**src/rtl/gth_sample_framer.sv**
```systemverilog
// gth_sample_framer: packs 3-channel comparator samples into 80-bit GTH TX words,
// with an alignment preamble, sequence-numbered data frames, sweep markers and idle fill.
module gth_sample_framer #(
  parameter int SAMPLES_PER_FRAME = 19,
  parameter int ALIGN_CYCLES      = 256
) (
  input  logic        ref_clk,
  input  logic        ref_rst_n,
  input  logic        enable,
  input  logic        realign,
  input  logic        sweep_start,
  input  logic        sample_valid,
  input  logic        cmp_ref,
  input  logic        cmp_s11,
  input  logic        cmp_s21,
  output logic [79:0] GTH_DATA,
  output logic        frame_valid,
  output logic        align_done,
  output logic        triger
);
  localparam logic [79:0] ALIGN_WORD = {8'hBC, 72'h0};
  localparam logic [15:0] ALIGN_LAST = 16'(ALIGN_CYCLES - 1);
  localparam logic [4:0]  FULL_COUNT = 5'(SAMPLES_PER_FRAME);

  typedef enum logic {ST_ALIGN, ST_RUN} state_t;

  state_t      state;
  logic [15:0] align_cnt;
  logic [7:0]  seq;
  logic [56:0] acc;
  logic [4:0]  count;
  logic        acc_sweep;
  logic        sweep_pending;

  logic        capture;
  logic        flush;
  logic        full;
  logic        emit;
  logic [2:0]  sample;
  logic [56:0] base_acc, new_acc, frame_samples;
  logic [4:0]  base_count, new_count, frame_count;
  logic        base_sweep, new_sweep, frame_sweep;

  assign capture = sample_valid & enable;
  assign sample  = {cmp_s21, cmp_s11, cmp_ref};
  assign flush   = (count != 5'd0) & (~enable | sweep_start);

  // A flush empties the accumulator first, so a sample taken in the same
  // cycle lands at index 0 of the following frame.
  always_comb begin
    base_acc   = flush ? '0 : acc;
    base_count = flush ? 5'd0 : count;
    base_sweep = flush ? 1'b0 : acc_sweep;
    new_acc    = base_acc;
    new_count  = base_count;
    new_sweep  = base_sweep;
    if (capture) begin
      for (int k = 0; k < SAMPLES_PER_FRAME; k++) begin
        if (base_count == 5'(k)) new_acc[3*k +: 3] = sample;
      end
      new_count = base_count + 5'd1;
      if (base_count == 5'd0) new_sweep = sweep_pending | sweep_start;
    end
    full          = capture & (new_count == FULL_COUNT);
    emit          = flush | full;
    frame_samples = flush ? acc : new_acc;
    frame_count   = flush ? count : new_count;
    frame_sweep   = flush ? acc_sweep : new_sweep;
  end

  always_ff @(posedge ref_clk or negedge ref_rst_n) begin
    if (!ref_rst_n) begin
      state         <= ST_ALIGN;
      align_cnt     <= '0;
      seq           <= '0;
      acc           <= '0;
      count         <= '0;
      acc_sweep     <= 1'b0;
      sweep_pending <= 1'b0;
      GTH_DATA      <= ALIGN_WORD;
      frame_valid   <= 1'b0;
      align_done    <= 1'b0;
      triger        <= 1'b0;
    end else if (realign) begin
      state         <= ST_ALIGN;
      align_cnt     <= '0;
      seq           <= '0;
      acc           <= '0;
      count         <= '0;
      acc_sweep     <= 1'b0;
      sweep_pending <= 1'b0;
      GTH_DATA      <= ALIGN_WORD;
      frame_valid   <= 1'b0;
      align_done    <= 1'b0;
      triger        <= 1'b0;
    end else if (state == ST_ALIGN) begin
      frame_valid <= 1'b0;
      triger      <= 1'b0;
      if (align_cnt == ALIGN_LAST) begin
        state      <= ST_RUN;
        GTH_DATA   <= {8'h5A, seq, 64'h0};
        align_done <= 1'b1;
      end else begin
        align_cnt <= align_cnt + 16'd1;
        GTH_DATA  <= ALIGN_WORD;
      end
    end else begin
      acc           <= full ? '0 : new_acc;
      count         <= full ? 5'd0 : new_count;
      acc_sweep     <= full ? 1'b0 : new_sweep;
      sweep_pending <= capture ? 1'b0 : (sweep_pending | sweep_start);
      align_done    <= 1'b1;
      if (emit) begin
        GTH_DATA    <= {8'hA5, seq, frame_count, frame_sweep, 1'b0, frame_samples};
        frame_valid <= 1'b1;
        triger      <= frame_sweep;
        seq         <= seq + 8'd1;
      end else begin
        GTH_DATA    <= {8'h5A, seq, 64'h0};
        frame_valid <= 1'b0;
        triger      <= 1'b0;
      end
    end
  end
endmodule
```
**config.mk**
```make
export PLATFORM = sky130hd
export DESIGN_NAME = gth_sample_framer
export DESIGN_NICKNAME = d
export VERILOG_FILES = /design/src/rtl/gth_sample_framer.sv
export SDC_FILE = /design/constraint.sdc
export NUM_CORES = 1
export LEC_CHECK = 0
export CAP_MARGIN = 20
export CORE_MARGIN = 2
export CORE_UTILIZATION = 50
export CTS_CLUSTER_SIZE = 8
export DETAILED_ROUTE_END_ITERATION = 7
export PLACE_DENSITY = 0.76
export SLEW_MARGIN = 5
export SYNTH_ARGS = -nofsm -noshare
export SYNTH_HDL_FRONTEND = slang
export SYNTH_SLANG_ARGS = --single-unit
```
**constraint.sdc**
```tcl
create_clock -name ref_clk -period 2.7 [get_ports ref_clk]
set_clock_uncertainty 0.05 [all_clocks]
set_input_delay 0.27 -clock ref_clk [delete_from_list [all_inputs] [get_ports ref_clk]]
set_output_delay 0.27 -clock ref_clk [all_outputs]
set_load 0.005 [all_outputs]
```
== Word level (Yosys, flattened, before mapping) ==
Cells that the tools add are included.

* Add/sub/neg operators: 3
* Equal/unequal tests: 22
* Div/mod/pow operators: 0
* Bitwise logic cells: 7
* Multiplexer cells: 63
* Order comparisons: 0
* Shift-type cells: 0
* Reduce and logical (&&, ||, !) cells: 7
* Multipliers: 0

{| class="wikitable"
|+ Operators with widths
! operator !! number
|-
| 2-to-1 mux 57 bit || 6
|-
| 2-to-1 mux 80 bit || 4
|-
| 2-to-1 mux 3 bit || 19
|-
| 2-to-1 mux 16 bit || 3
|-
| equality test 5 x 4 -> 1 bit (second input constant) || 8
|-
| 2-to-1 mux 5 bit || 6
|-
| 2-to-1 mux 8 bit || 3
|-
| 2-to-1 mux 1 bit || 22
|-
| equality test 5 x 3 -> 1 bit (second input constant) || 4
|-
| equality test 5 bit (second input constant) || 4
|-
| adder 16 x 1 -> 16 bit (second input constant) || 1
|-
| equality test 16 x 8 -> 1 bit (second input constant) || 1
|-
| equality test 5 x 2 -> 1 bit (second input constant) || 2
|-
| adder 8 x 1 -> 8 bit (second input constant) || 1
|-
| adder 5 x 1 -> 5 bit (second input constant) || 1
|-
| equality test 5 x 1 -> 1 bit (second input constant) || 1
|-
| zero test 5 bit || 1
|-
| nonzero test 5 bit || 1
|-
| inequality test 2 bit (second input constant) || 2
|-
| AND reduction 2 bit || 2
|-
| nonzero test 2 bit || 2
|-
| bitwise AND 1 bit || 3
|-
| bitwise OR 1 bit || 3
|-
| nonzero test 3 bit || 1
|-
| NOT 1 bit || 1
|}

* Memories kept: 0
* RAM bits: 0
* Bits in registers: 172
* Output and inout bits: 83
* Word-level logic and storage cells: 113
* ROM bits: 0
* Bits in latches: 0

== Longest topological paths before layout ==
* Word-level depth: 12
* Gate-level depth with buffers: 12
* Mapped depth without buffers: 11

== Worst setup path after synthesis ==
No wires, ideal clock.

* Path type: in2reg
* From: in sweep_start
* To: reg acc[24]
* Data required time: 2.526 ns
* Library setup time: 0.124 ns
* Arrival time: 2.509 ns
* Path slack: 0.016 ns
* Stages: 11
* Path buffers: 1
* Cells stage by stage: nand2b_1 nor2_1 ha_1 nand2_1 nor3_1 ha_1 nand4b_1 o211ai_1 clkbuf_1 o21ai_0 o2bb2ai_1

* Word-level cells in the longest chain between the ends: 10
* Elaborated cells between the ends (all ways): 14

{| class="wikitable"
|+ RTL lines
! item !! line !! text
|-
| start: declaration || 11 || <nowiki>input logic sweep_start,</nowiki>
|-
| bitwise OR 1 bit (*) || 46 || <nowiki>assign flush = (count != 5'd0) & (~enable | sweep_start);</nowiki>
|-
| bitwise AND 1 bit (*) || 46 ||
|-
| 2-to-1 mux 5 bit || 52 || <nowiki>base_count = flush ? 5'd0 : count;</nowiki>
|-
| adder 5 x 1 -> 5 bit || 61 || <nowiki>new_count = base_count + 5'd1;</nowiki>
|-
| 2-to-1 mux 5 bit || 57 || <nowiki>if (capture) begin</nowiki>
|-
| equality test 5 bit || 64 || <nowiki>full = capture & (new_count == FULL_COUNT);</nowiki>
|-
| bitwise AND 1 bit || 64 ||
|-
| 2-to-1 mux 57 bit (*) || 108 || <nowiki>acc <= full ? '0 : new_acc;</nowiki>
|-
| 2-to-1 mux 57 bit (*) || 96 || <nowiki>end else if (state == ST_ALIGN) begin</nowiki>
|-
| 2-to-1 mux 57 bit (*) || 84 || <nowiki>end else if (realign) begin</nowiki>
|-
| end signal: assignment || 108 ||
|-
| end: declaration || 30 || <nowiki>logic [56:0] acc;</nowiki>
|}

Mark *: on every way between the ends. The rest lies on a longest branch, timed or not. The select of a mux whose other input is x is not followed.
A chain may end at the register's enable or synchronous reset.

== Worst setup path in the final report ==
* From: in enable
* To: reg acc[31]

* Word-level cells in the longest chain between the ends: 11
* Elaborated cells between the ends (all ways): 16

{| class="wikitable"
|+ RTL lines
! item !! line !! text
|-
| start: declaration || 9 || <nowiki>input logic enable,</nowiki>
|-
| NOT 1 bit || 46 ||
|-
| bitwise OR 1 bit || 46 ||
|-
| bitwise AND 1 bit || 46 ||
|-
| 2-to-1 mux 5 bit || 52 ||
|-
| adder 5 x 1 -> 5 bit || 61 ||
|-
| 2-to-1 mux 5 bit || 57 ||
|-
| equality test 5 bit || 64 ||
|-
| bitwise AND 1 bit || 64 ||
|-
| 2-to-1 mux 57 bit (*) || 108 ||
|-
| 2-to-1 mux 57 bit (*) || 96 ||
|-
| 2-to-1 mux 57 bit (*) || 84 ||
|}

Marks and branches as above.

==> metrics <==
total grt overflow 0; Final setup viols 0; fin area 0.00918 mm2; asr flop ratio synth 1.00; Clk Latency, worst-skew pair 430 ps; Hold Fails Final Rpt 0; routed length per instance 17.5 um; Max transition margin 0.457; n_diodes 0; placed cell area 0.00855 mm2; initial antenna violation count 0; unique cell type count in the Yosys netlist 56; H-tree depth 4; synthesized flop and latch total 165; Place WS -396 ps; die area 0.0154 mm2; num ports 92; Placer Congestion 0.905; postcts setup bufs 0; Worst VDD drop 0.429 mV; core area 0.0140 mm2; Critical Path Source Type input pin; Pwr Density 547 mW/mm2; setup_tns 0 ps; Hold WS 345 ps; die width 124 um; Most used DFF post-synth dfrtp_1; Die Ht 124 um; maxcap violations 0; Synthesized Nets 725; Finished Layout Cells 1020; placed cell count 987; routed wire length 17900 um; post-route ant nets 0; clock-pin slew of the registers on the worst-case setup and hold paths 70 ps; synthesized area 0.00723 mm2; Hold Path Class input pin to asynchronous set/reset pin; utilization after layout 0.656; CTS tree done; row count 43; first-pass iteration count of the detailed router 5; final net count 843; Max Slew Vio Count 0; WP data required 2960 ps; CTS Buffer Depth 2; FMAX 383 MHz; CTS Buf Count 17; starting DRC count in detailed routing 514; Root Driver clkbuf_16; Sink Count 165; final worst slack 91.7 ps; YS warnings 0; total chip power 5.02 mW; vias in the first global route 5795; crit-path max FO 17; Worst-Margin Slew 813 ps; syn_area_per_cell 10.2 um2; RSZ-0062 raised after global routing yes; port bufs 90; layout cell share with drive strength beyond 1 0.129; outcome complete, no violations; period utilisation layout 0.966; largest net degree at the start of global routing 67; Post-route DRC 0; via count 5867; Leakage 3.80 nW; CP endpoint kind flop; vias per inst 5.75; FF-to-FF path depth 12; crit path kind input pin to flop; first-pass GRT wire length 29800 um; Detailed Place HPWL 12100 um; Post-synth EDFFs 0; Layout area overhead 27.0%; gr usage total 0.241; min Tclk post-route 2610 ps; initial core utilization 0.517; sequential-to-total area share from yosys stat 0.571; arrival time at the worst endpoint 2870 ps; Gate Count Post-Synth 709
metal layers:
layer,share of wire,vias up,wire length (um),global-route usage
met5,0,-,0,0
met4,0.018,0,329,0.102
met3,0.061,36,1090,0.0468
met2,0.50,222,8950,0.391
met1,0.42,2876,7480,0.320
li1,-,2733,-,-
cells by family after synthesis:
kind of cell | after synthesis | synth area share
other | 1 | 0.000519
muxes | 4 | 0.00554
xor gates and xnor gates | 14 | 0.0170
DFF | 165 | 0.571
adders and majority gates | 7 | 0.0121
AOI/OAI and AO/OA | 198 | 0.184
buffers and inverters | 62 | 0.0427
and+or+nand+nor | 258 | 0.167
final cells by class:
| type | count | area (um2) |
|---|---|---|
| timing repair buffer | 143 | 1350 |
| fill | 1085 | 4810 |
| clock buffer | 20 | 467 |
| clock inverter | 12 | 119 |
| inverter | 18 | 67.6 |
| tap | 180 | 225 |
| multi-input combinational | 482 | 2820 |
| sequential | 165 | 4130 |
layout by cell type, fill, tap and decap left out, types with 3 or more instances in the layout:
master | Yosys | final
or4_1 | 3 | 3
o2bb2ai_1 | 55 | 54
clkinvlp_4 | 0 | 3
nor2_1 | 37 | 37
clkbuf_8 | 0 | 3
nand4_1 | 10 | 10
dfrtp_1 | 163 | 163
xor2_1 | 9 | 9
or3_1 | 5 | 5
buf_6 | 2 | 3
clkdlybuf4s50_1 | 0 | 89
clkbuf_16 | 0 | 17
o22ai_1 | 4 | 4
inv_1 | 18 | 18
nand2b_1 | 8 | 8
inv_6 | 0 | 4
nand3_1 | 15 | 15
buf_12 | 0 | 3
and2_1 | 21 | 21
nor3_1 | 10 | 9
nand3b_1 | 3 | 3
clkinv_4 | 0 | 3
and3_1 | 3 | 3
mux2i_1 | 4 | 4
o211ai_1 | 5 | 5
ha_1 | 7 | 7
xnor2_1 | 5 | 4
o21ai_0 | 39 | 30
a211oi_1 | 6 | 5
nor4_1 | 4 | 4
a21oi_1 | 66 | 66
o21ai_1 | 1 | 9
o21bai_1 | 3 | 3
buf_4 | 13 | 47
nand2_1 | 127 | 126
critical path, stage by stage:
cell and delay [ps]:
clkdlybuf4s50_1 530, nor2b_2 180, nand2_1 80, inv_1 80, ha_1 170, nand2_1 70, nor3_2 130, ha_1 270
nand4b_1 250, o211ai_1 200, buf_4 150, buf_12 140, o21ai_0 150, o2bb2ai_1 180
path summary, 6_finish.rpt:
check | from | end | slack [ps]
worst max register to register | count[1] | acc[31] | 130
min in group ref_clk | acc[6] | acc[6] | 440
worst max-delay path | enable | acc[31] | 90
worst min register to register | acc[6] | acc[6] | 440
worst min-delay path | ref_rst_n | GTH_DATA[7] | 340
max in group asynchronous | ref_rst_n | acc[53] | 1430
state kept, by name (all words and copies together) (netlist names):
signal / count
sweep_pending: 1
seq: 8
count: 5
frame_valid: 1
state: 1
align_cnt: 16
align_done: 1
acc_sweep: 1
acc: 57
GTH_DATA: 74
report_power, final:
group / total [mW] / switching, mW / internal, mW
logic: 0.166 / 0.121 / 0.0457
clock network: 2.37 / 1.02 / 1.36
registers: 2.48 / 0.00532 / 2.48
synth_stat cells (5+ instances only):
library cell | number | area [um2]
a211oi_1 | 6 | 45.0
a21oi_1 | 66 | 330
and2_1 | 21 | 131
buf_2 | 10 | 50.1
buf_4 | 13 | 97.6
clkbuf_1 | 17 | 63.8
dfrtp_1 | 163 | 4080
ha_1 | 7 | 87.6
inv_1 | 18 | 67.6
nand2_1 | 127 | 477
nand2b_1 | 8 | 50.1
nand3_1 | 15 | 75.1
nand4_1 | 10 | 62.6
nor2_1 | 37 | 139
nor3_1 | 10 | 50.1
o211ai_1 | 5 | 37.5
o21ai_0 | 39 | 195
o2bb2ai_1 | 55 | 482
or3_1 | 5 | 31.3
xnor2_1 | 5 | 43.8
xor2_1 | 9 | 78.8
what timing repair did:
action | in CTS | in global routing
gates resized for setup | 0 | 18
hold endpoints to repair | 63 | 0
hold buffers | 1 | 0
setup endpoints to repair | 0 | 109
Power figures use the tool's default switching activity.
